===== src/rtl/pid_controller_if.sv =====
// pid_controller_if: control inputs and registered PID outputs bundled between the source and the controller.
interface pid_controller_if #(parameter int DATA_WIDTH = 16);
    logic                           i_enable;
    logic signed [DATA_WIDTH-1:0]   i_kp, i_ki, i_kd, i_setpoint, i_process_var;
    logic signed [DATA_WIDTH-1:0]   o_control_output, o_error_out;
    logic signed [2*DATA_WIDTH-1:0] o_p_term_out, o_i_term_out, o_d_term_out;
    modport master (
        output i_enable, i_kp, i_ki, i_kd, i_setpoint, i_process_var,
        input  o_control_output, o_error_out, o_p_term_out, o_i_term_out, o_d_term_out
    );
    modport slave (
        input  i_enable, i_kp, i_ki, i_kd, i_setpoint, i_process_var,
        output o_control_output, o_error_out, o_p_term_out, o_i_term_out, o_d_term_out
    );
endinterface


===== src/rtl/pid_controller.sv =====
// pid_controller: fixed-point PID with saturating error/integral, anti-windup hold and clamped output.
module pid_controller #(
    parameter int DATA_WIDTH = 16,
    parameter int FRAC_BITS  = 8,
    parameter int OUTPUT_MIN = -1000,
    parameter int OUTPUT_MAX = 1000
) (
    input logic              clk,
    input logic              rst,
    pid_controller_if.slave  bus
);
    localparam int DW = DATA_WIDTH;
    localparam int SW = 2*DW+2;
    localparam logic signed [SW-1:0] L_MAX = SW'(OUTPUT_MAX);
    localparam logic signed [SW-1:0] L_MIN = SW'(OUTPUT_MIN);

    function automatic logic signed [DW-1:0] sat(input logic signed [DW:0] x);
        return (x[DW] != x[DW-1]) ? {x[DW], {(DW-1){~x[DW]}}} : x[DW-1:0];
    endfunction

    logic signed [DW-1:0]   r_integral, r_prev_error, r_out, r_err;
    logic signed [2*DW-1:0] r_p, r_i, r_d;
    logic                   r_sat_hi, r_sat_lo;

    logic signed [DW-1:0]   w_err, w_diff, w_integ, w_out;
    logic signed [2*DW-1:0] w_p, w_i, w_d;
    logic signed [SW-1:0]   w_sum, w_scaled;
    logic                   w_hold, w_hi, w_lo;

    assign w_err    = sat({bus.i_setpoint[DW-1], bus.i_setpoint} - {bus.i_process_var[DW-1], bus.i_process_var});
    assign w_diff   = sat({w_err[DW-1], w_err} - {r_prev_error[DW-1], r_prev_error});
    // Freeze the integrator while the last output was pinned and the error pushes further into the rail.
    assign w_hold   = (r_sat_hi && !w_err[DW-1] && w_err != '0) || (r_sat_lo && w_err[DW-1]);
    assign w_integ  = w_hold ? r_integral : sat({r_integral[DW-1], r_integral} + {w_err[DW-1], w_err});
    assign w_p      = bus.i_kp * w_err;
    assign w_i      = bus.i_ki * w_integ;
    assign w_d      = bus.i_kd * w_diff;
    assign w_sum    = SW'(w_p) + SW'(w_i) + SW'(w_d);
    assign w_scaled = w_sum >>> FRAC_BITS;
    assign w_hi     = w_scaled > L_MAX;
    assign w_lo     = w_scaled < L_MIN;
    assign w_out    = w_hi ? L_MAX[DW-1:0] : w_lo ? L_MIN[DW-1:0] : w_scaled[DW-1:0];

    always_ff @(posedge clk) begin
        if (rst) begin
            r_integral   <= '0;
            r_prev_error <= '0;
            r_out        <= '0;
            r_err        <= '0;
            r_p          <= '0;
            r_i          <= '0;
            r_d          <= '0;
            r_sat_hi     <= 1'b0;
            r_sat_lo     <= 1'b0;
        end else if (bus.i_enable) begin
            r_integral   <= w_integ;
            r_prev_error <= w_err;
            r_out        <= w_out;
            r_err        <= w_err;
            r_p          <= w_p;
            r_i          <= w_i;
            r_d          <= w_d;
            r_sat_hi     <= w_hi;
            r_sat_lo     <= w_lo;
        end
    end

    assign bus.o_control_output = r_out;
    assign bus.o_error_out      = r_err;
    assign bus.o_p_term_out     = r_p;
    assign bus.o_i_term_out     = r_i;
    assign bus.o_d_term_out     = r_d;
endmodule


===== src/flat_wrapper.sv =====
// flat-port wrapper written by rule: the top's interface ports become plain ports
module pid_controller_flat 
#(
    parameter int DATA_WIDTH = 16,
    parameter int FRAC_BITS  = 8,
    parameter int OUTPUT_MIN = -1000,
    parameter int OUTPUT_MAX = 1000
)
  (clk, rst, bus_i_enable, bus_i_kp, bus_i_ki, bus_i_kd, bus_i_setpoint, bus_i_process_var, bus_o_control_output, bus_o_error_out, bus_o_p_term_out, bus_o_i_term_out, bus_o_d_term_out);
  pid_controller_if #(.DATA_WIDTH(DATA_WIDTH)) bus_i ();
  input logic clk;
  input logic rst;
  input wire logic [$bits(bus_i.i_enable)-1:0] bus_i_enable;
  input wire logic [$bits(bus_i.i_kp)-1:0] bus_i_kp;
  input wire logic [$bits(bus_i.i_ki)-1:0] bus_i_ki;
  input wire logic [$bits(bus_i.i_kd)-1:0] bus_i_kd;
  input wire logic [$bits(bus_i.i_setpoint)-1:0] bus_i_setpoint;
  input wire logic [$bits(bus_i.i_process_var)-1:0] bus_i_process_var;
  output wire logic [$bits(bus_i.o_control_output)-1:0] bus_o_control_output;
  output wire logic [$bits(bus_i.o_error_out)-1:0] bus_o_error_out;
  output wire logic [$bits(bus_i.o_p_term_out)-1:0] bus_o_p_term_out;
  output wire logic [$bits(bus_i.o_i_term_out)-1:0] bus_o_i_term_out;
  output wire logic [$bits(bus_i.o_d_term_out)-1:0] bus_o_d_term_out;
  assign bus_i.i_enable = bus_i_enable;
  assign bus_i.i_kp = bus_i_kp;
  assign bus_i.i_ki = bus_i_ki;
  assign bus_i.i_kd = bus_i_kd;
  assign bus_i.i_setpoint = bus_i_setpoint;
  assign bus_i.i_process_var = bus_i_process_var;
  assign bus_o_control_output = bus_i.o_control_output;
  assign bus_o_error_out = bus_i.o_error_out;
  assign bus_o_p_term_out = bus_i.o_p_term_out;
  assign bus_o_i_term_out = bus_i.o_i_term_out;
  assign bus_o_d_term_out = bus_i.o_d_term_out;
  pid_controller #(.DATA_WIDTH(DATA_WIDTH), .FRAC_BITS(FRAC_BITS), .OUTPUT_MIN(OUTPUT_MIN), .OUTPUT_MAX(OUTPUT_MAX)) u_core (.clk(clk), .rst(rst), .bus(bus_i));
endmodule

===== config.mk =====
export PLATFORM = sky130hd
export DESIGN_NAME = pid_controller_flat
export DESIGN_NICKNAME = d
export VERILOG_FILES = /design/src/rtl/pid_controller_if.sv /design/src/rtl/pid_controller.sv /design/src/flat_wrapper.sv
export SDC_FILE = /design/constraint.sdc
export NUM_CORES = 2
export LEC_CHECK = 0
export CAP_MARGIN = 20
export CORE_MARGIN = 5
export CORE_UTILIZATION = 39
export CTS_CLUSTER_DIAMETER = 150
export CTS_CLUSTER_SIZE = 40
export DETAILED_ROUTE_END_ITERATION = 7
export PLACE_DENSITY_LB_ADDON = 0.15
export SYNTH_ARGS = -nofsm -noshare
export SYNTH_HDL_FRONTEND = slang
export SYNTH_SLANG_ARGS = --single-unit

===== constraint.sdc =====
create_clock -name clk -period 34.2 [get_ports clk]
set_input_delay 6.84 -clock clk [delete_from_list [all_inputs] [get_ports clk]]
set_output_delay 6.84 -clock clk [all_outputs]
set_load 0.01 [all_outputs]

==> metrics.cfg <==
[route]
ant_nets = 0
wl_per_cell_um = 20.3
vias_per_cell = 5.03
drc = 0
firstDrtPassIters = 5
via_count = 30400
drt_wl_total_mm = 123
drt_iter0_markers = 1630

[place]
gp_congestion = 0.907
portBuffers = 210
dpl.hpwl_mm = 102

[sta]
timing.fmax_mhz = 38.4
worst_slew_pin_slew_ps = 1150
max_slew_margin = 0.228
rsz0062_at_grt = no
hold_viol_final = 0
skew_ps = 15.3
finalCriticalPeriod_ps = 26010
slew_violations = 0
fin_crit_sh = 0.761
tns_ps = 0
setup_viol = 0

[worst_setup_path]
critical_path_buf_inv_count = 12
max_stage_delay_ps = 820
crit_arrival_ps = 26350
slowest_stage = ha_1
cp.required_ps = 34540
reg2reg_depth = 57
critical-path-top-delay-family = compound AO/OA/AOI/OAI gates
end_kind = flip-flop
critPathMaxFanout = 19
startpoint_type = input port
crit_type = input port to flip-flop
r2r-end = u_core.bus.o_control_output[3]$_SDFFE_PP0P_
r2r-start = u_core.r_prev_error[1]$_SDFFE_PP0P_
reg2reg_slack_ps = 18650
crit_top_cell = inv_1

[die]
die_area_sq_mm = 0.109
fp.dieW_um = 331
die_y_um = 331
pin_count = 211
initial_core_util = 0.393
num_rows = 117
coreArea_sq_mm = 0.102

[status]
status = complete, no violations

[finish]
final_nets = 5900
drive_above_1_share = 0.0359
fillerInstances = 10200
syn_to_final_growth_pct = 10.5

[clocking]
clockBufferDepth = 2
tritoncts = yes
hold_buffers = 0
htreeDepth = 4
clock-root-buffer = clkbuf_16
clk_latency_ps = 500
cts_setup_buffers = 0
cts_resized = 0
clk_pin_slew_ps = 70
clkSinkCount = 146
numCtsBuffers = 17

[synth]
syn_nets = 5777
synth_top_area_frac = 0.410
synth_edf_count = 0
yosysUniqueCellTypes = 91
netlist_area_sq_mm = 0.0401
yosys-top-cells-area = fa_1, ha_1, inv_1
ys_seq_elements = 146
yosysTopAreaCell = fa_1
synth_flop_cell = dfxtp_1
synth.yosys.warnings = 0
syn_avg_cell_area_sq_um = 8.83
seq_area_frac_synth = 0.0729
syn_inst = 4542
ys_async_sr_fraction = 0

[global_routing]
antenna_found_initial = 5
first_global_vias = 32100
grtUsageTotal = 0.231
grt_max_degree = 63
overflow = 0
grt_first_pass_wirelength_mm = 192

[worst_hold_path]
hold_path_end = u_core.bus.o_control_output[14]$_SDFFE_PP0P_
hp-start = u_core.bus.o_control_output[14]$_SDFFE_PP0P_
min_path_cells = 1
hp-class = flip-flop to flip-flop

[job]
cap_violations = 0

[cells by family (layout without fill, tap and decap cells)]
| logic type | after synthesis | in the layout | synth area share |
|---|---|---|---|
| AOI/OAI and AO/OA | 541 | 541 | 0.0912 |
| xor gates and xnor gates | 147 | 147 | 0.0321 |
| adders and majority gates | 1152 | 1152 | 0.513 |
| buffers and inverters | 1167 | 1303 | 0.111 |
| DFF | 146 | 146 | 0.0729 |
| muxes | 79 | 79 | 0.0211 |
| other | 0 | 1 | 0 |
| and+or+nand+nor | 1310 | 1310 | 0.159 |
[per-stage QoR]
stage,setup WS (ps),util,hold slack [ps],std cells,instance area [sq um]
3_3_place_gp,7790,0.429,443,6008,43700
3_5_place_dp,7470,0.429,443,6008,43700
6_report,8190,0.435,463,6047,44400
4_1_cts,7900,0.434,464,6040,44300
2_1_floorplan,11170,-,445,4542,40100
5_1_grt,6580,0.435,483,6046,44300
[cell type report]
type	count	area [sq um]	area share
Inverter	1005	3770	0.0851
Sequential cell	146	2920	0.0659
Timing Repair Buffer	266	2520	0.0568
Antenna cell	1	2.50	0.0000564
Multi-Input combinational cell	3229	32900	0.741
Clock inverter	14	116	0.00262
Clock buffer	18	439	0.00990
Tap cell	1368	1710	0.0386
[sequential cells by signal (all words and copies together) (netlist names)]
name,cells
u_core.bus.o_control_output,16
u_core.bus.o_d_term_out,32
u_core.bus.o_i_term_out,32
u_core.bus.o_p_term_out,32
u_core.r_integral,16
u_core.r_prev_error,16
u_core.r_sat_hi,1
u_core.r_sat_lo,1
[cells in the final DEF, fill, tap and decap left out, types with 107 or more instances in the layout]
master,instances
clkdlybuf4s50_1,208
fa_1,821
o21ai_0,107
ha_1,331
inv_1,1001
nor2_1,235
a21oi_1,116
dfxtp_1,146
nand2_1,488
and2_1,324
[metal layers]
layer	track usage	part of all wire	vias up
met4	0.0565	0.025	2
met1	0.317	0.45	15500
li1	-	-	14100
met2	0.374	0.46	700
met5	0	0.000098	-
met3	0.0499	0.063	115
[Yosys cell counts, types with 5 or more instances]
cell,instances
and3_1,13
mux2_2,9
or2_2,17
or3_1,10
o211a_1,5
o31a_1,6
buf_1,8
and2_1,324
nand4_1,17
ha_1,331
a21boi_0,8
a31oi_1,14
nor4_1,11
o21ai_0,109
o31ai_2,5
nor2_1,237
inv_1,1001
nor3_1,27
clkbuf_1,135
o21bai_1,16
nand3_1,31
buf_6,5
xor2_1,46
fa_1,821
xnor2_1,101
nand2b_1,32
a211oi_1,34
mux2_4,7
nor2b_1,77
a21oi_1,117
a211o_1,6
o21ai_1,13
mux2i_1,61
a21o_1,55
a311oi_1,6
dfxtp_1,146
buf_2,10
o31ai_1,13
a41oi_1,5
o21a_1,58
nand2_1,488
o2111ai_1,5
o211ai_1,12
[how the worst max path moves through the flow]
stage | end | cells past startpoint | slack [ps] | start
after detailed placement | u_core.bus.o_control_output[3]$_SDFFE_PP0P_ | 75 | 7470 | bus_i_process_var[1]
after floorplan | u_core.bus.o_control_output[10]$_SDFFE_PP0P_ | 75 | 11170 | bus_i_process_var[1]
after global placement | u_core.bus.o_control_output[3]$_SDFFE_PP0P_ | 75 | 7790 | bus_i_process_var[1]
after CTS | u_core.bus.o_control_output[3]$_SDFFE_PP0P_ | 75 | 7900 | bus_i_process_var[1]
after global routing | u_core.bus.o_control_output[3]$_SDFFE_PP0P_ | 76 | 6580 | bus_i_process_var[1]
final | u_core.bus.o_control_output[3]$_SDFFE_PP0P_ | 76 | 8190 | bus_i_process_var[1]
Power is not shown: default switching activity piles up to over one toggle a cycle in this logic, so the estimate is an artifact.
==> RTL change (same flow settings) <==
`DATA_WIDTH` is set to 16 in 3 places; all go to 20.
--- a/src/rtl/pid_controller_if.sv
+++ b/src/rtl/pid_controller_if.sv
@@ -1,4 +1,4 @@
 // pid_controller_if: control inputs and registered PID outputs bundled between the source and the controller.
-interface pid_controller_if #(parameter int DATA_WIDTH = 16);
+interface pid_controller_if #(parameter int DATA_WIDTH = 20);
     logic                           i_enable;
     logic signed [DATA_WIDTH-1:0]   i_kp, i_ki, i_kd, i_setpoint, i_process_var;
--- a/src/rtl/pid_controller.sv
+++ b/src/rtl/pid_controller.sv
@@ -1,5 +1,5 @@
 // pid_controller: fixed-point PID with saturating error/integral, anti-windup hold and clamped output.
 module pid_controller #(
-    parameter int DATA_WIDTH = 16,
+    parameter int DATA_WIDTH = 20,
     parameter int FRAC_BITS  = 8,
     parameter int OUTPUT_MIN = -1000,
--- a/src/flat_wrapper.sv
+++ b/src/flat_wrapper.sv
@@ -2,5 +2,5 @@
 module pid_controller_flat 
 #(
-    parameter int DATA_WIDTH = 16,
+    parameter int DATA_WIDTH = 20,
     parameter int FRAC_BITS  = 8,
     parameter int OUTPUT_MIN = -1000,
Interface: changed (10 resized); port bits go from 211 to 263. No check against the original RTL was run, so the function may have changed too.
==> RTL change against the unedited design <==
Worst setup slack worse by 750 ps; design area grew 44%; sequential cell count up 36; hold slack better by 14 ps; routed wire length rose by 52%; critical path depth grew 2; area after synthesis grew 47%; count of clock-buffer cells in the layout unchanged; sequential share of layout area decreased by 0.90 points; die area up 45%; register-to-register slack lost 1100 ps.
Power is left out: the tool's default activity adds up to more than one toggle a clock period on the data nets, which glitch-free logic cannot reach.
==> RTL change: results (changes against the unedited design) <==
Vias = 44,630 (+47%)
Worst-Margin Slew = 1140 ps (-9.903 ps)
Top cells by count, synth = inv_1 (1,487), fa_1 (1,303), nand2_1 (772)
Synth Warn # = 0 (unchanged)
Max incr delay on CP = 920 ps (+100 ps)
Routability cong. = 0.8880 (-2.1%)
Met2 WL = 86.00 mm (+53%)
Clk_lat worst skew = 540 ps (+40 ps)
Status = completed
Initial antenna violation count = 6 (+1)
Met3 WL post-DR = 11.79 mm (+52%)
CP max stage cell = o21a_1
R2r setup slk = 17,560 ps (-1090 ps)
Dominant cells by area after synthesis = fa_1 (44%), inv_1 (9.5%), ha_1 (9.0%)
Largest net degree at the start of global routing = 84 (+33%)
Worst Hold Launch = u_core.bus.o_control_output[18]$_SDFFE_PP0P_
Vias in the first global route = 47,540 (+48%)
Crit path DAT = 27,180 ps (+830 ps)
GRT Resource Usage Total = 24.03% (+0.94 points)
Mapped Nets = 8,485 (+47%)
Worst-case reg-to-reg path depth = 59 (+3.5%)
Routed WL = 186.4 mm (+52%)
Seq/Total Area, Yosys = 6.195% (-1.1 points)
Detailed Route Iter0 Violations = 2,419 (+48%)
Hold path cells = 2 (+1)
Dpl hpwl = 152.0 mm (+49%)
CTS HTree Levels = 4 (unchanged)
Share of layout cells above drive strength 1 = 3.335% (-0.26 points)
Met1 Wirelength = 83.94 mm (+51%)
# port buffers = 262 (+25%)
Critical R2R Launch = u_core.r_prev_error[0]$_SDFFE_PP0P_
Hold endpoint = u_core.bus.o_control_output[18]$_SDFFE_PP0P_
Drt pass-1 iters = 8 (+3)
Worst clock skew = 26.57 ps (+11.31 ps)
==> RTL change: cell families (layout without fill, tap and decap cells) <==
family	Yosys count	in the layout	synth area share [%]
and+or+nand+nor	1953	1953	16.12
muxes	74	74	1.366
xor gates and xnor gates	205	205	3.085
adders and majority gates	1727	1727	53.37
buffers and inverters	1823	1883	11.93
AOI/OAI and AO/OA	693	693	7.936
DFF	182	182	6.195
other	0	3	0
==> RTL change: critical path, delay by kind of cell <==
family / cells / cell delay [ps]
buffers and inverters: 13 / 1750
adders and majority gates: 13 / 5690
AOI/OAI and AO/OA: 32 / 8370
and+or+nand+nor: 18 / 4090
xor gates and xnor gates: 2 / 370
==> RTL change: worst max path at each step <==
stage                                                              to  slack (ps)  cells past startpoint
after global placement    u_core.bus.o_control_output[3]$_SDFFE_PP0P_        6970                     78
after CTS                 u_core.bus.o_control_output[3]$_SDFFE_PP0P_        7160                     79
final                     u_core.bus.o_control_output[3]$_SDFFE_PP0P_        7440                     78
after floorplan           u_core.bus.o_control_output[3]$_SDFFE_PP0P_       10720                     77
after global routing      u_core.bus.o_control_output[3]$_SDFFE_PP0P_        5980                     79
after detailed placement  u_core.bus.o_control_output[3]$_SDFFE_PP0P_        6670                     79
==> RTL change: routing by layer <==
| layer | track usage (%) | up-vias |
|---|---|---|
| li1 | - | 20150 |
| met1 | 33.80 | 23120 |
| met2 | 38.99 | 1176 |
| met3 | 3.818 | 176 |
| met4 | 5.917 | 4 |
| met5 | 0 | - |
==> RTL change: cell type report <==
class	count	area share, %
inverters	1491	8.752
well taps	2016	3.941
flip-flops and latches	182	5.693
repair buffers	360	5.296
clock buffers	18	0.6705
diodes	3	0.01173
clock inverters	14	0.2444
multi-input cells	4652	75.39
==> RTL change: stage by stage <==
step / util, % / instances / instance area [um^2] / setup slack (ps) / hold slack [ps]
2_1_floorplan: - / 6657 / 58810 / 10720 / 453.3
3_3_place_gp: 42.23 / 8693 / 63320 / 6970 / 449.6
3_5_place_dp: 42.23 / 8695 / 63330 / 6674 / 456.7
4_1_cts: 42.62 / 8727 / 63920 / 7160 / 476.9
5_1_grt: 42.68 / 8733 / 64000 / 5981 / 499.9
6_report: 42.68 / 8736 / 64000 / 7440 / 477.1
